[src/rtl/uart_rx_pkg.sv]
// ---------------------------------------------------------------------------
// uart_rx_pkg
// Shared constants for the UART receive path: FSM state encoding and the
// bit-index landmarks of a frame (start, data, parity/stop).
// No ports; imported by uart_rx_ctrl.
// ---------------------------------------------------------------------------
package uart_rx_pkg;

    // FSM state encoding, kept as plain constants so older tools and
    // waveform scripts that decode the raw state value keep working.
    localparam logic [2:0] S_IDLE   = 3'd0;
    localparam logic [2:0] S_START  = 3'd1;
    localparam logic [2:0] S_DATA   = 3'd2;
    localparam logic [2:0] S_PARITY = 3'd3;
    localparam logic [2:0] S_STOP   = 3'd4;
    localparam logic [2:0] S_DONE   = 3'd5;

    // Frame layout in bit_counter units: start bit is index 0, data bits
    // are 1..DATA_BITS, the optional parity bit follows, then the stop bit.
    localparam int DATA_BITS      = 8;
    localparam int START_BIT_IDX  = 0;
    localparam int PARITY_BIT_IDX = DATA_BITS + 1;

    // Any bit index above this means the frame has run away (unsupported
    // Prescale); the controller bails out to IDLE.
    localparam int GUARD_BIT_IDX  = 11;

endpackage

[src/rtl/uart_rx_ctrl.sv]
// ---------------------------------------------------------------------------
// uart_rx_ctrl
// Receive-side frame controller for a UART. Tracks the frame with an FSM
// (IDLE, START, DATA, PARITY, STOP, DONE) driven by an external edge counter,
// and strobes the sampler, deserializer and checkers at the sample point of
// each bit. Reports one result pulse per completed frame.
//
// Ports
//   CLK            in   oversampling clock
//   RST            in   synchronous active-high reset
//   RX_IN          in   serial line, idle high
//   PAR_EN         in   parity bit present (latched at frame start)
//   Prescale       in   oversampling ratio (8 or 16)
//   bit_counter    in   bit index from the edge counter
//   sample_counter in   sample index within the bit from the edge counter
//   strt_glitch    in   start checker: start bit sampled high
//   par_err        in   parity checker error
//   stp_err        in   stop checker error
//   edge_cnt_clr   out  holds the edge counter cleared (IDLE, DONE)
//   dat_samp_en    out  data sampler enable (inside a frame)
//   deser_en       out  deserializer shift strobe
//   strt_chk_en    out  start checker strobe
//   par_chk_en     out  parity checker strobe
//   stp_chk_en     out  stop checker strobe
//   data_valid     out  error-free byte ready, 1-cycle pulse
//   frame_err      out  stop bit error, 1-cycle pulse
//   parity_err     out  parity error, 1-cycle pulse
// ---------------------------------------------------------------------------
module uart_rx_ctrl
    import uart_rx_pkg::*;
#(
    parameter int COUNTER_WIDTH  = 4,
    parameter int PRESCALE_WIDTH = 5
) (
    input  logic                      CLK,
    input  logic                      RST,
    input  logic                      RX_IN,
    input  logic                      PAR_EN,
    input  logic [PRESCALE_WIDTH-1:0] Prescale,
    input  logic [COUNTER_WIDTH-1:0]  bit_counter,
    input  logic [PRESCALE_WIDTH-1:0] sample_counter,
    input  logic                      strt_glitch,
    input  logic                      par_err,
    input  logic                      stp_err,
    output logic                      edge_cnt_clr,
    output logic                      dat_samp_en,
    output logic                      deser_en,
    output logic                      strt_chk_en,
    output logic                      par_chk_en,
    output logic                      stp_chk_en,
    output logic                      data_valid,
    output logic                      frame_err,
    output logic                      parity_err
);

    logic [2:0] state_q, state_d;
    logic       par_en_q, par_en_d;
    logic       par_flag_q, par_flag_d;
    logic       stp_flag_q, stp_flag_d;

    logic [PRESCALE_WIDTH-1:0] be_val;
    logic [PRESCALE_WIDTH-1:0] sp_val;
    logic                      bit_end;
    logic                      samp_pt;
    logic                      err_window;
    logic [COUNTER_WIDTH-1:0]  stop_idx;

    // ------------------------------------------------------------------
    // Next-state, flag update and output decode
    // ------------------------------------------------------------------
    always_comb begin
        // NOTE: every signal written here gets a default first, so no path
        // leaves one unassigned and no latch is inferred.
        state_d      = state_q;
        par_en_d     = par_en_q;
        par_flag_d   = par_flag_q;
        stp_flag_d   = stp_flag_q;
        edge_cnt_clr = 1'b0;
        dat_samp_en  = 1'b0;
        deser_en     = 1'b0;
        strt_chk_en  = 1'b0;
        par_chk_en   = 1'b0;
        stp_chk_en   = 1'b0;
        data_valid   = 1'b0;
        frame_err    = 1'b0;
        parity_err   = 1'b0;

        // Bit end is the last sample of a bit; the sample point sits two
        // samples past mid-bit so the line has settled.
        be_val     = Prescale - PRESCALE_WIDTH'(1);
        sp_val     = (Prescale >> 1) + PRESCALE_WIDTH'(2);
        bit_end    = (sample_counter == be_val);
        samp_pt    = (sample_counter == sp_val);
        // Checkers answer the cycle after their strobe, so error inputs are
        // only trusted from SP+1 up to the end of the bit.
        err_window = (sample_counter > sp_val) && (sample_counter <= be_val);
        stop_idx   = COUNTER_WIDTH'(PARITY_BIT_IDX) + COUNTER_WIDTH'(par_en_q);

        case (state_q)
            S_IDLE: begin
                edge_cnt_clr = 1'b1;
                if (!RX_IN) begin
                    state_d    = S_START;
                    par_en_d   = PAR_EN;
                    par_flag_d = 1'b0;
                    stp_flag_d = 1'b0;
                end
            end

            S_START: begin
                dat_samp_en = 1'b1;
                strt_chk_en = samp_pt;
                if (bit_end && bit_counter == COUNTER_WIDTH'(START_BIT_IDX)) begin
                    state_d = strt_glitch ? S_IDLE : S_DATA;
                end
            end

            S_DATA: begin
                dat_samp_en = 1'b1;
                deser_en    = samp_pt;
                if (bit_end && bit_counter == COUNTER_WIDTH'(DATA_BITS)) begin
                    state_d = par_en_q ? S_PARITY : S_STOP;
                end
            end

            S_PARITY: begin
                dat_samp_en = 1'b1;
                par_chk_en  = samp_pt;
                if (err_window && par_err) begin
                    par_flag_d = 1'b1;
                end
                if (bit_end && bit_counter == COUNTER_WIDTH'(PARITY_BIT_IDX)) begin
                    state_d = S_STOP;
                end
            end

            S_STOP: begin
                dat_samp_en = 1'b1;
                stp_chk_en  = samp_pt;
                if (err_window && stp_err) begin
                    stp_flag_d = 1'b1;
                end
                if (bit_end && bit_counter == stop_idx) begin
                    state_d = S_DONE;
                end
            end

            S_DONE: begin
                edge_cnt_clr = 1'b1;
                data_valid   = !par_flag_q && !stp_flag_q;
                parity_err   = par_flag_q;
                frame_err    = stp_flag_q;
                // A start edge already present here begins the next frame
                // without an idle cycle in between.
                if (!RX_IN) begin
                    state_d    = S_START;
                    par_en_d   = PAR_EN;
                    par_flag_d = 1'b0;
                    stp_flag_d = 1'b0;
                end else begin
                    state_d = S_IDLE;
                end
            end

            default: begin
                state_d = S_IDLE;
            end
        endcase

        // Runaway guard: with an unsupported Prescale the bit landmarks may
        // never line up, so give up once the bit index overshoots any frame.
        if (state_q != S_IDLE && bit_end &&
            bit_counter > COUNTER_WIDTH'(GUARD_BIT_IDX)) begin
            state_d = S_IDLE;
        end
    end

    // ------------------------------------------------------------------
    // State and flag registers
    // ------------------------------------------------------------------
    always_ff @(posedge CLK) begin
        // NOTE: sequential state uses non-blocking assignments so every
        // register samples the pre-edge values regardless of statement order.
        if (RST) begin
            state_q    <= S_IDLE;
            par_en_q   <= 1'b0;
            par_flag_q <= 1'b0;
            stp_flag_q <= 1'b0;
        end else begin
            state_q    <= state_d;
            par_en_q   <= par_en_d;
            par_flag_q <= par_flag_d;
            stp_flag_q <= stp_flag_d;
        end
    end

endmodule

[config.mk]
export PLATFORM = sky130hd
export DESIGN_NAME = uart_rx_ctrl
export DESIGN_NICKNAME = d
export VERILOG_FILES = /design/src/rtl/uart_rx_pkg.sv /design/src/rtl/uart_rx_ctrl.sv
export SDC_FILE = /design/constraint.sdc
export NUM_CORES = 1
export LEC_CHECK = 0
export ABC_AREA = 0
export CELL_PAD_IN_SITES_DETAIL_PLACEMENT = 0
export CELL_PAD_IN_SITES_GLOBAL_PLACEMENT = 2
export CORE_UTILIZATION = 27
export DETAILED_ROUTE_END_ITERATION = 10
export GPL_TIMING_DRIVEN = 0
export PLACE_DENSITY = 0.95
export REMOVE_ABC_BUFFERS = 1
export SYNTH_ARGS = -nofsm -noshare
export SYNTH_HDL_FRONTEND = slang
export SYNTH_SLANG_ARGS = --single-unit
[constraint.sdc]
create_clock -name CLK -period 3.3 [get_ports CLK]
set_input_delay 0.66 -clock CLK [delete_from_list [all_inputs] [get_ports CLK]]
set_output_delay 0.66 -clock CLK [all_outputs]
set_load 0.005 [all_outputs]
==> impl.org, run 1 <==
** Detailed routing
- Using the TritonRoute via totals, the vias-per-cell ratio works out to 4.78.
- Average wire per standard cell :: between 10 and 15 um
- Number of nets with antenna violations after routing :: 0
- The final layout contains routed wiring with a total length of between 2000 and 2500 um.
- Number of detailed-routing iterations run before antenna repair :: 4
- After detailed routing, the number of remaining DRC violations is 0.
- First DRT Iteration DRCs :: between 40 and 50
- Detailed routing inserted a total of 885 vias.

** Critical path
- Worst Path Class, Setup :: input pin to output port
- Crit start category :: input pin
- For the worst setup path, the data arrival time is 2.57 ns.
- In this run the register-to-register setup slack is ~1.6 ns.
- Required @ worst endpoint :: roughly 2.6 ns
- Of all nets on the critical path, the largest fanout is 6.
- Endpoint kind of the worst setup timing path :: output port

** Flow run
- Max cap viols :: 0

** CTS
- Clock H-tree levels :: 1
- TritonCTS built the clock tree.
- CTS Buffer Depth :: 2
- Clock-pin slew was measured on the worst setup and hold paths at 0.05 ns.
- Worst-Skew Late Latency :: 0.24 ns
- The tree is rooted in a sky130_fd_sc_hd__clkbuf_4.
- Number of buffers inserted for hold repair after clock tree synthesis :: 0
- Total clock buffers created by CTS :: 3
- Clock net sink count :: 6

** STA
- Shortest period the worst path allows :: between 3 and 4 ns
- Final worst path period share :: 97.8%
- In this run the tightest slew margin relative to its limit is 63.7%.
- Timing would allow up to approximately 310 MHz.
- Across the routed clock network, the largest skew measured is 0.00356 ns.
- For the pin with the worst max-slew slack, the measured transition is 0.543 ns.
- Hold timing on the final database bottoms out at a slack of 0.496 ns.
- Total count of hold-check failures in the final report :: 0
- The number of max-slew violations in the final report is 0.
- Setup repair after global routing could not meet its margin everywhere.
- Setup violations remaining at the end of the flow were counted as 0.

** Yosys
- Proportion of synthesized flip-flops having asynchronous set or reset :: 0%
- Synthesis inferred 6 register bits.
- Proportion of synthesized chip area in sequential cells :: 13.9%
- Netlist cell types :: 39
- EDFF count, synth :: 0
- Top post-synthesis cells by area :: sky130_fd_sc_hd__ha_1 20%, sky130_fd_sc_hd__dfxtp_1 14%, sky130_fd_sc_hd__xnor2_1 5.1%
- Cell accounting for the most synthesized area :: sky130_fd_sc_hd__ha_1
- A synthesized cell averages 7.99 sq um.
- Total standard cell area after synthesis :: 863 sq um
- Area share of the largest cell type after synthesis :: a little over 20%
- In the synthesized netlist the dominant register cell turns out to be sky130_fd_sc_hd__dfxtp_1.
- The Yosys step of the flow raised 0 warnings.
- Synthesized netlist cell count :: 108

** Die
- Total core area :: 3050 sq um
- Once the floorplan was initialized, standard cells occupied 28.3% of the core.
- Die Span X :: 58.5 um
- Number of core rows :: 20
- The floorplan step defined a die boundary enclosing ~3400 sq um.
- Chip height :: between 50 and 60 um
- I/O pins :: 30

** Global routing
- Via count of the first global-routing pass :: between 700 and 800
- Initial antenna violation count :: 0
- Overall track demand over capacity in global routing :: 12.7%
- Remaining global-route overflow :: 0
- Entering global routing, the biggest net connects 15 pins.
- The first global-routing pass estimated about 3400 um of wire.

** Power and ir drop
- Combinational share of power :: 62.8%
- Summing internal, switching and leakage power gives 522 uW.
- Per report_power, the clock group accounts for 12.7% of the total.
- Internal power comes to 304 uW.
- In this run the static leakage power is 0.000557 uW.
- Proportion of total power due to net switching :: 41.8%
- Portion of total power attributed to sequential cells :: about a quarter
- Power per cell area :: 414 nW/um^2
- For this design the total switching power over the nets is ~220 uW.
- IR analysis of the VDD net gives a maximum drop of 0.000181 V.

** Finish
- Summing all flip-flop and latch instances after layout gives 120 sq um.
- Layout area overhead :: 46.1%
- Net count, final :: between 150 and 200
- Filler cell count in the final layout :: 331
- Fraction of layout cells with a size suffix above 1 :: 12.8%
- Leaving out fill and tap cells, the most frequent cell in the layout is sky130_fd_sc_hd__clkdlybuf4s50_1.
- The repair_antennas step left the layout with diodes totalling 0.
- Multi-input combinational cell area :: 711 sq um
- Final instance area :: 1260 sq um
- In the layout the commonest cells are 22 x sky130_fd_sc_hd__clkdlybuf4s50_1, 14 x sky130_fd_sc_hd__ha_1, 10 x sky130_fd_sc_hd__inv_1, 10 x sky130_fd_sc_hd__nor2_1, 7 x sky130_fd_sc_hd__nand2_1.
- Count of non-filler cells in the finished layout :: 185

** Placement
- At the end of routability-driven placement, the weighted congestion stood at 0.843.
- During placement, the flow inserted port buffers numbering 29.
- Total placed cells including tap cells :: between 150 and 200
- Once placement finished, the instance area stood at 1200 sq um.
- Detailed placement finished with a half-perimeter wire length of 1740 um.

** Status
- The flow ran to the end, and the final reports show no timing, DRC or antenna violations.

** Worst hold path
- In this run the worst hold path is classified as register to register.
[final timing paths]
check,start,depth (start not counted),to
worst max register to register,state_q[0]$_SDFFE_PP0P_,5,state_q[0]$_SDFFE_PP0P_
worst min register to register,stp_flag_q$_SDFFE_PP0P_,1,stp_flag_q$_SDFFE_PP0P_
worst max-delay path,Prescale[2],11,par_chk_en
worst min-delay path,stp_flag_q$_SDFFE_PP0P_,1,stp_flag_q$_SDFFE_PP0P_
[power by group through the flow]
stage	clock [uW]	combinational, uW	sequential (uW)
after detailed placement	0	325	127
final	66.1	328	128
after global routing	72.6	364	134
after CTS	66.7	326	126
after global placement	0	322	127
after floorplan	0	224	116
[timing repair]
| action | CTS | global route |
|---|---|---|
| setup endpoints to repair | 4 | 2 |
| pin swaps | 1 | 1 |
| setup buffers | 1 | 2 |
| resized for setup | 8 | 5 |
| cloned | 0 | 0 |
[per-layer routing]
metal	share of wire [%]	vias to the layer above	global-route usage [%]
met5	0	-	0
met4	0	0	2.04
met3	4.2	0	1.98
met2	47	25	20.2
met1	49	399	18.2
li1	-	461	-
[stage by stage]
step | utilization [%] | worst slack [ns] | setup TNS, ns
floorplan | - | 0.849 | 0
global placement | 39.3 | -0.525 | -1.73
detailed placement | 39.3 | -0.498 | -1.65
global route | 41.3 | -0.0563 | -0.0988
finish | 41.3 | 0.0724 | 0
CTS | 40.4 | 0.00535 | 0
[cell families after synthesis]
| family | Yosys count | synth area share, % |
|---|---|---|
| AOI/OAI and AO/OA | 24 | 22.8 |
| xor gates and xnor gates | 7 | 7.10 |
| adders and majority gates | 14 | 20.3 |
| buffers and inverters | 12 | 5.36 |
| DFF | 6 | 13.9 |
| muxes | 2 | 2.32 |
| and+or+nand+nor | 43 | 28.3 |
[flip-flops by register name, summed over array words and instances, names as in the netlist]
signal and count:
par_en_q 1, par_flag_q 1, state_q 3, stp_flag_q 1
[cell usage after synthesis, types with 2 or more instances]
library cell and instances:
sky130_fd_sc_hd__and3_1 3, sky130_fd_sc_hd__mux2i_1 2, sky130_fd_sc_hd__o21ai_0 5, sky130_fd_sc_hd__xnor2_1 5
sky130_fd_sc_hd__nand2_1 7, sky130_fd_sc_hd__and2_1 2, sky130_fd_sc_hd__ha_1 14, sky130_fd_sc_hd__dfxtp_1 6
sky130_fd_sc_hd__nand3_1 3, sky130_fd_sc_hd__a31oi_1 2, sky130_fd_sc_hd__a22o_1 2, sky130_fd_sc_hd__inv_1 10
sky130_fd_sc_hd__nor4_1 2, sky130_fd_sc_hd__nor2_1 10, sky130_fd_sc_hd__a21oi_1 5, sky130_fd_sc_hd__nand3b_1 2
sky130_fd_sc_hd__nand4_1 2, sky130_fd_sc_hd__xor2_1 2, sky130_fd_sc_hd__nor3_1 4
[worst max-delay path, stage by stage]
cell and delay, ns:
sky130_fd_sc_hd__clkdlybuf4s15_2 0.24, sky130_fd_sc_hd__ha_1 0.22, sky130_fd_sc_hd__xnor2_1 0.13, sky130_fd_sc_hd__ha_1 0.27, sky130_fd_sc_hd__and2_4 0.14, sky130_fd_sc_hd__nand4_1 0.14
sky130_fd_sc_hd__buf_4 0.18, sky130_fd_sc_hd__buf_4 0.12, sky130_fd_sc_hd__buf_4 0.14, sky130_fd_sc_hd__nor2_1 0.10, sky130_fd_sc_hd__dlygate4sd2_1 0.24
[cell type report]
cell class / count / area share (%)
inverters: 10 / 2.98
repair buffers: 32 / 25.0
well taps: 44 / 4.37
clock buffers: 3 / 1.79
multi-input cells: 90 / 56.3
flip-flops and latches: 6 / 9.52
(Power assumes the default switching activity.)
==> run 2: changes to the inputs <==
--- a/config.mk
+++ b/config.mk
@@ -5,7 +5,6 @@
 export SDC_FILE = /design/constraint.sdc
 export NUM_CORES = 1
 export LEC_CHECK = 0
-export ABC_AREA = 0
 export CELL_PAD_IN_SITES_DETAIL_PLACEMENT = 0
 export CELL_PAD_IN_SITES_GLOBAL_PLACEMENT = 2
 export CORE_UTILIZATION = 27
==> results of run 2 <==
No change in the layout: final DEF, timing and power equal those of run 1.
==> run 3: changes to the inputs <==
--- a/config.mk
+++ b/config.mk
@@ -8,8 +8,8 @@
 export CELL_PAD_IN_SITES_DETAIL_PLACEMENT = 0
 export CELL_PAD_IN_SITES_GLOBAL_PLACEMENT = 2
 export CORE_UTILIZATION = 27
+export CTS_CLUSTER_SIZE = 28
 export DETAILED_ROUTE_END_ITERATION = 10
-export GPL_TIMING_DRIVEN = 0
 export PLACE_DENSITY = 0.95
 export REMOVE_ABC_BUFFERS = 1
 export SYNTH_ARGS = -nofsm -noshare
==> run 3 against run 2 <==
  * Combinational power rose by 3%
  * Worst setup slack better by 0.18 ns
  * Total power increased by 1.8%
  * Non-clock buffer count increased by 5
  * Cell area grew 3.3%
  * Cell count up 2.7%
  * Clock skew down 0.0021 ns
  * Global-route usage is 0.38 points higher
  * Register-to-register slack barely moved
==> impl.org, run 3 (synthesis results as in run 1) <==
** STA
- Total count of hold-check failures in the final report :: 0 (unchanged)
- Shortest period the worst path allows :: 3.05 ns (-0.180 ns)
- Number of setup violations in the final report :: 0 (unchanged)
- Final Hold Slack :: 0.501 ns (+0.00564 ns)
- Final count of pins violating max slew :: 0 (unchanged)
- Setup repair after global routing left no endpoint under its margin.
- Slew headroom :: 64.9% (+1.1 points)
- Slew at the pin with the worst max-slew slack :: 0.526 ns (-0.0170 ns)
- Final worst path period share :: 92.3% (-5.5 points)
- Worst Clk Skew :: 0.00149 ns (-0.00207 ns)
- Maximum achievable frequency :: 328 MHz (+5.9%)

** Finish
- # diodes :: 0 (unchanged)
- Count of non-filler cells in the finished layout :: 190 (+2.7%)
- Commonest non-fill, non-tap cell in the layout :: sky130_fd_sc_hd__clkdlybuf4s50_1
- Filler cell count in the final layout :: 336 (+1.5%)
- Relative to the synthesized area, the layout overhead comes to 50.9%.
- Leaving out fill and tap cells, the most frequent cells in the layout are 22 x sky130_fd_sc_hd__clkdlybuf4s50_1, 13 x sky130_fd_sc_hd__ha_1, 10 x sky130_fd_sc_hd__inv_1, 10 x sky130_fd_sc_hd__nor2_1, 8 x sky130_fd_sc_hd__buf_4.
- Multi-input combinational cell area :: 711 sq um (unchanged)
- The number of nets in the layout is 183 (+2.8%).
- The flip-flop count of the largest register after layout was 3 (unchanged).
- Sequential Area :: 120 sq um (unchanged)
- The cell area after layout is 1300 sq um (+3.3%).
- Register name with the most flops :: state_q
- Fraction of layout cells with a size suffix above 1 :: 15.1% (+2.3 points)

** CTS
- Clock net sink count :: 6 (unchanged)
- The total CTS buffers is 3 (unchanged).
- Clock tree root buffer cell :: sky130_fd_sc_hd__clkbuf_4
- The source-to-sink clock delay at the later pin of the worst-skew pair came to 0.24 ns (about the same).
- The hold-fix buffer count after cts is 0 (unchanged).
- TritonCTS built the clock tree.
- The clock-pin slew of the registers on the worst-case setup and hold paths was 0.05 ns (about the same).
- The maximum clock insertion buffer count was 2 (unchanged).
- Clock H-tree levels :: 1 (unchanged)

** Die
- The die area is 3430 sq um (unchanged).
- The height of the die is 58.5 um (unchanged).
- The initial core utilization came to 28.3% (unchanged).
- Die Span X :: 58.5 um (unchanged)
- The placeable core region is 3050 sq um (unchanged).
- The number of placement rows was 20 (unchanged).
- I/O pins :: 30 (unchanged)

** Power and ir drop
- Power per cell area :: 408 nW/um^2 (-1.4%)
- Static power due to leakage :: 0.000606 uW (+8.7%)
- The maximum vdd drop came to 0.000171 V (-5.3%).
- Total design power :: 532 uW (+1.8%)

** Placement
- The total of buffers placed on input and output ports is 29 (unchanged).
- Placed inst area :: 1240 sq um (+3.8%)
- The total placed cells including tap cells was 185 (+3.4%).
- Routability-driven placement congestion ratio :: 0.821 (-2.6%)
- The HPWL reported at the end of detailed placement was 1910 um (+9.9%).

** Detailed routing
- First DRT Iteration DRCs :: 28 (-42%)
- The detailed-route wire length was 2250 um (+7.8%).
- Number of detailed-routing iterations run before antenna repair :: 4 (unchanged)
- Average wire per standard cell :: 11.8 um (+5.0%)
- The overall via count from detail_route came to 919 (+3.8%).
- The mean number of vias per cell came to 4.84 (+1.1%).
- The final antenna-violating net count was 0 (unchanged).
- The number of DRC violations after detailed routing was 0 (unchanged).

** Global routing
- The via count of the first global-routing pass came to 794 (+1.1%).
- Initial antenna violation count :: 0 (unchanged)
- The global routing usage summed across all routing layers is 13.0% (+0.38 points).
- The wire length of the first global-routing pass was 3480 um (+2.7%).
- The global-route congestion overflow total is 0 (unchanged).
- Maximum number of pins on one net before global-route repair :: 15 (unchanged)

** Critical path
- Required @ worst endpoint :: 2.64 ns (about the same)
- Arrival time at the worst endpoint :: 2.39 ns (-0.18 ns)
- The worst setup path is launched from an input pin.
- Reg2Reg Launch Point :: state_q[0]$_SDFFE_PP0P_
- The worst setup path is captured at an output port.
- Largest fanout on the critical path :: 4 (-2)
- The critical path starts at Prescale[2].
- Worst Path Class, Setup :: input pin to output port

** Worst hold path
- Min-delay worst type :: register to register
- The worst hold path begins at par_flag_q$_SDFFE_PP0P_.

** Flow run
- Max cap viols :: 0 (unchanged)

** Status
- The run finished with clean final reports.
## run 3: through the flow
step | setup WS, ns | setup TNS, ns | utilization [%]
after floorplan | 0.849 | 0 | -
after global placement | -0.232 | -0.722 | 40.8
after detailed placement | -0.214 | -0.800 | 40.8
after CTS | 0.0112 | 0 | 41.6
after global routing | 0.0812 | 0 | 42.7
final | 0.253 | 0 | 42.7
## run 3: timing repair
item | CTS | global route
endpoints found under the setup margin | 4 | 4
cloned | 0 | 0
gates resized for setup | 4 | 6
pin swaps | 1 | 3
buffers inserted | 0 | 2
## run 3: power breakdown
part | internal, uW | total, uW | switching [uW] | leakage (uW)
logic | 181 | 337 | 156 | 0.000543
clock network | 41.2 | 67.7 | 26.5 | 0.0000138
registers | 85.8 | 127 | 41.2 | 0.0000488
## run 3: area by class of cell
type | instances | share of cell area, %
multi-input cells | 90 | 54.6
repair buffers | 37 | 27.4
flip-flops and latches | 6 | 9.22
well taps | 44 | 4.23
inverters | 10 | 2.88
clock buffers | 3 | 1.73
## run 3: metal layers
metal / up-vias / share of wire, % / GRT usage, %
li1: 470 / - / -
met1: 435 / 48 / 17.7
met2: 14 / 50 / 21.8
met3: 0 / 2.1 / 1.10
met4: 0 / 0 / 4.08
met5: - / 0 / 0
## run 3: critical path, stage by stage
cell	delay, ns
sky130_fd_sc_hd__dlygate4sd2_1	0.27
sky130_fd_sc_hd__ha_2	0.19
sky130_fd_sc_hd__xnor2_1	0.12
sky130_fd_sc_hd__ha_1	0.26
sky130_fd_sc_hd__and2_1	0.13
sky130_fd_sc_hd__nand4_1	0.16
sky130_fd_sc_hd__buf_4	0.18
sky130_fd_sc_hd__nor4_2	0.25
sky130_fd_sc_hd__dlymetal6s2s_1	0.16
## run 3: path summary, 6_finish.rpt
path	end	slack, ns	cells after the start
min	par_flag_q$_SDFFE_PP0P_	0.50	1
max reg2reg	state_q[0]$_SDFFE_PP0P_	1.64	5
max	deser_en	0.25	9
min reg2reg	par_flag_q$_SDFFE_PP0P_	0.50	1
